File: config.mk
export PLATFORM = sky130hd
export DESIGN_NAME = block_assembler
export DESIGN_NICKNAME = d
export VERILOG_FILES = /design/src/rtl/block_assembler.sv
export SDC_FILE = /design/constraint.sdc
export NUM_CORES = 1
export LEC_CHECK = 0
export ABC_AREA = 1
export CAP_MARGIN = 20
export CORE_ASPECT_RATIO = 0.75
export CORE_MARGIN = 4
export CORE_UTILIZATION = 50
export DETAILED_ROUTE_END_ITERATION = 8
export PLACE_DENSITY = 0.91
export REMOVE_ABC_BUFFERS = 1
export SYNTH_ARGS = -nofsm -noshare
export SYNTH_HDL_FRONTEND = slang
export SYNTH_SLANG_ARGS = --single-unit
File: constraint.sdc
create_clock -name clk -period 5.95 [get_ports clk]
set_input_delay 0.595 -clock clk [delete_from_list [all_inputs] [get_ports clk]]
set_output_delay 0.595 -clock clk [all_outputs]
set_load 0.05 [all_outputs]
File: src/rtl/block_assembler.sv
// Packs WORD_W-bit bus words into one WORDS-word block tagged as key or data.
// Optional BYTE_SWAP_EN byte-reverses each accepted word before it is stored.
module block_assembler #(
  parameter int unsigned WORD_W = 32,
  parameter int unsigned WORDS  = 4
) (
  input  logic                      clk,
  input  logic                      rst,
  input  logic [WORD_W-1:0]         word_in,
  input  logic                      word_valid,
  input  logic                      word_type,
  output logic                      word_ready,
  input  logic                      flush,
  output logic [WORD_W*WORDS-1:0]   block_out,
  output logic                      block_type,
  output logic                      block_valid,
  input  logic                      block_ready,
  output logic [2:0]                word_count,
  output logic                      type_err
);

  localparam int unsigned BLOCK_W = WORD_W * WORDS;

  typedef enum logic [1:0] {StIdle, StFill, StFull} state_e;

  state_e             state_q, state_d;
  logic [2:0]         count_q, count_d;
  logic               type_q, type_d;
  logic               err_q, err_d;
  logic [BLOCK_W-1:0] block_q, block_d;

  logic               accept;
  logic               wr_en;
  logic [2:0]         wr_idx;
  logic [WORD_W-1:0]  word_s;

`ifdef BYTE_SWAP_EN
  always_comb begin
    word_s = '0;
    for (int unsigned b = 0; b < WORD_W / 8; b++) begin
      word_s[b*8 +: 8] = word_in[WORD_W-8-b*8 +: 8];
    end
  end
`else
  assign word_s = word_in;
`endif

  assign accept = word_valid & word_ready;

  // State register
  always_ff @(posedge clk or posedge rst) begin
    if (rst) begin
      state_q <= StIdle;
      count_q <= '0;
      type_q  <= 1'b0;
      err_q   <= 1'b0;
      block_q <= '0;
    end else begin
      state_q <= state_d;
      count_q <= count_d;
      type_q  <= type_d;
      err_q   <= err_d;
      block_q <= block_d;
    end
  end

  // Next-state logic
  always_comb begin
    state_d = state_q;
    count_d = count_q;
    type_d  = type_q;
    err_d   = 1'b0;
    wr_en   = 1'b0;
    wr_idx  = '0;
    if (flush) begin
      state_d = StIdle;
      count_d = '0;
    end else begin
      unique case (state_q)
        StIdle: begin
          if (accept) begin
            wr_en   = 1'b1;
            type_d  = word_type;
            count_d = 3'd1;
            state_d = StFill;
          end
        end
        StFill: begin
          if (accept) begin
            wr_en = 1'b1;
            if (word_type == type_q) begin
              wr_idx  = count_q;
              count_d = count_q + 3'd1;
              if (count_q == 3'(WORDS - 1)) state_d = StFull;
            end else begin
              // Abandon the partial block; the new word starts a fresh one.
              err_d   = 1'b1;
              type_d  = word_type;
              count_d = 3'd1;
            end
          end
        end
        StFull: begin
          if (block_ready) begin
            if (accept) begin
              wr_en   = 1'b1;
              type_d  = word_type;
              count_d = 3'd1;
              state_d = StFill;
            end else begin
              count_d = '0;
              state_d = StIdle;
            end
          end
        end
        default: begin
          state_d = StIdle;
          count_d = '0;
        end
      endcase
    end
  end

  // Word k lands MSW-first
  always_comb begin
    block_d = block_q;
    if (wr_en) begin
      for (int unsigned k = 0; k < WORDS; k++) begin
        if (wr_idx == 3'(k)) block_d[BLOCK_W-1-k*WORD_W -: WORD_W] = word_s;
      end
    end
  end

  // Outputs
  always_comb begin
    word_ready  = 1'b0;
    if (!flush) word_ready = (state_q == StFull) ? block_ready : 1'b1;
    block_valid = (state_q == StFull);
    block_out   = block_q;
    block_type  = type_q;
    word_count  = count_q;
    type_err    = err_q;
  end

endmodule
==> results.yml <==
worst_setup_path:
  critPathTopFamily: "simple AND/OR/NAND/NOR gates"
  cp-start-kind: "primary input"
  slowest_stage: "nand2_1"
  cp.depth: 11
  worstPathRequired_ps: 6250
  path_common_cell: "nand2_1"
  cp-end-kind: "flop"
  cp_cell_sequence: "clkdlybuf4s50_1 -> inv_1 -> nand2_1 -> nand2_2 -> nand2_1 -> nor2_1 -> and2_2 -> nand2_1 -> buf_8 -> nand2_1 -> nand2_1"
  path_buf_inv: 3
  worst-path-max-fanout: 22
  arrival_ps: 3070
  slowest_delay_ps: 500
  critical_path_class: "in -> reg"
  rr_worst_depth: 10
clock_network:
  htreeDepth: 4
  clock_sinks: 135
  post_cts_buffers: 0
  cts_resized: 0
  cts_tree: "yes"
  clock_latency_ps: 420
  clk_path_buf_depth: 2
  cts-root-buf: "clkbuf_16"
  cts_hold_buf: 0
  cts_buffers: 17
  path_clk_slew_ps: 60
die:
  dieHeight_microns: 99.3
  rows: 33
  pin_count: 173
  initial_core_util_pct: 50.9
  die_area_sq_mm: 0.0129
  coreArea_sq_mm: 0.0109
  die_width_microns: 130
timing:
  drv_slew: 0
  hold_violations: 0
  fmax_mhz: 362
  setup_ws_ps: 3190
  slew-limit-headroom_pct: 56.9
  worst_pin_slew_ps: 645
  min_period_ps: 2760
  rsz0062_at_grt: "no"
  fin_skew_ps: 8.58
  timing.setup.tns_ps: 0
  setup-violations-final: 0
  period_share_pct: 46.4
routing:
  via_per_inst: 5.52
  ant_nets: 0
  wire_per_inst_microns: 17.9
  drtIter0Drc: 566
  routed_wl_microns: 16800
  vias: 5184
  dr.pass1.iters: 7
  route.detailed.drc: 0
final_layout:
  nets: 826
  antenna_cells: 0
  utilization_pct: 73.3
  areaGrowthSynthToFinish_pct: 43.8
  layout_commonest_cell: "nand2_1"
  final_cell_mix: "279 x nand2_1, 172 x clkdlybuf4s50_1, 135 x dfrtp_1"
  drive_gt1_share_pct: 6.51
  final_area_sq_mm: 0.00799
power:
  power.total_uw: 3530
  powerDensity_mw_per_mm2: 441
  p_int_uw: 2190
  swShare_pct: 37.8
  comb_power_share_pct: 33.1
  p_leak_uw: 0.00407
  seqPwrFrac_pct: 33.3
  ir_drop_mv: 0.268
  p_sw_uw: 1330
  clkPwrFrac_pct: 33.6
logic_synthesis:
  ys.warnings.count: 0
  syn-mean-instance-area_sq_um: 8.90
  ys_ff_latch: 135
  netlist_area_sq_mm: 0.00555
  yosysSeqAreaShare_pct: 60.9
  syn_inst: 624
  synth_cell_type_count: 19
flow_run:
  maxCapViolations: 0
global_route:
  grt_max_degree: 91
  grt_pass1_wl_microns: 26500
  grt_pass1_vias: 5035
  grt_usage_pct: 26.5
  antenna_found_initial: 0
  grt-ovfl-total: 0
placement:
  place_area_sq_mm: 0.00727
  io_buffers: 172
  dp_hpwl_microns: 11000
  pre_cts_slack_ps: 2580
  routabilityCongestion: 0.941
hold_path:
  hold_class: "in -> async"
outcome:
  status: "complete, no violations"
## per-stage QoR
stage          instances  hold slack, ps
2_1_floorplan        584             514
3_3_place_gp         905             453
3_5_place_dp         905             457
4_1_cts              937             472
5_1_grt              939             467
6_report             939             455
## power by group through the flow
stage	Clock, uW	Combinational [uW]	Sequential (uW)
3_3_place_gp	0	1140	1180
2_1_floorplan	0	213	1690
5_1_grt	1240	1230	1190
4_1_cts	1190	1170	1170
6_report	1180	1170	1170
3_5_place_dp	0	1160	1180
## area by class of cell
cell class / instances / area, sq um
sequential: 135 / 3380
fill: 734 / 2920
multi-input combinational: 436 / 1880
timing repair buffer: 183 / 1830
clock buffer: 19 / 453
clock inverter: 13 / 215
tap: 140 / 175
inverter: 13 / 51.3
## layer usage
metal | global-route usage, % | part of all wire (%) | vias to the layer above
met5 | 0 | 0 | -
met4 | 8.23 | 1.8 | 0
met3 | 8.16 | 10 | 36
met2 | 43.0 | 49 | 296
met1 | 34.3 | 39 | 2525
li1 | - | - | 2327
## synth_stat cells
library cell	n	area, sq um
nand2_1	279	1050
ha_1	2	25.0
nand2_2	1	6.26
and2_1	1	6.26
nand3_2	1	10.0
o21ai_0	5	25.0
nor3_2	1	10.0
dfrtp_1	135	3380
inv_1	11	41.3
nand3_1	133	666
nor2_2	2	12.5
inv_2	1	3.75
buf_6	1	11.3
nor2_1	6	22.5
a21oi_1	1	5.00
buf_4	23	173
buf_2	16	80.1
clkinv_1	1	3.75
nand4_1	4	25.0
## flip-flops by register name, indices dropped and copies added, names as in the netlist
signal / count
block_out: 128
word_count: 3
state_q: 2
block_type: 1
type_err: 1
## cell families (layout without fill, tap and decap cells)
group,Yosys count,after routing,synth area share (%)
simple gates,428,428,32.5
buf+inv,53,228,5.63
fa+ha+maj,2,2,0.451
compound gates,6,6,0.541
flops,135,135,60.9
## path summary, 6_finish.rpt
kind,startpoint,slack (ps),to
hold / removal,rst,450,block_out[101]
setup / recovery,word_type,3190,block_out[82]
min in group clk,block_out[35],470,block_out[35]
hold reg to reg,block_out[35],470,block_out[35]
max in group asynchronous,rst,4200,block_out[67]
setup reg to reg,block_type,3430,block_out[82]
No activity file was read; power rests on OpenSTA's default activity.
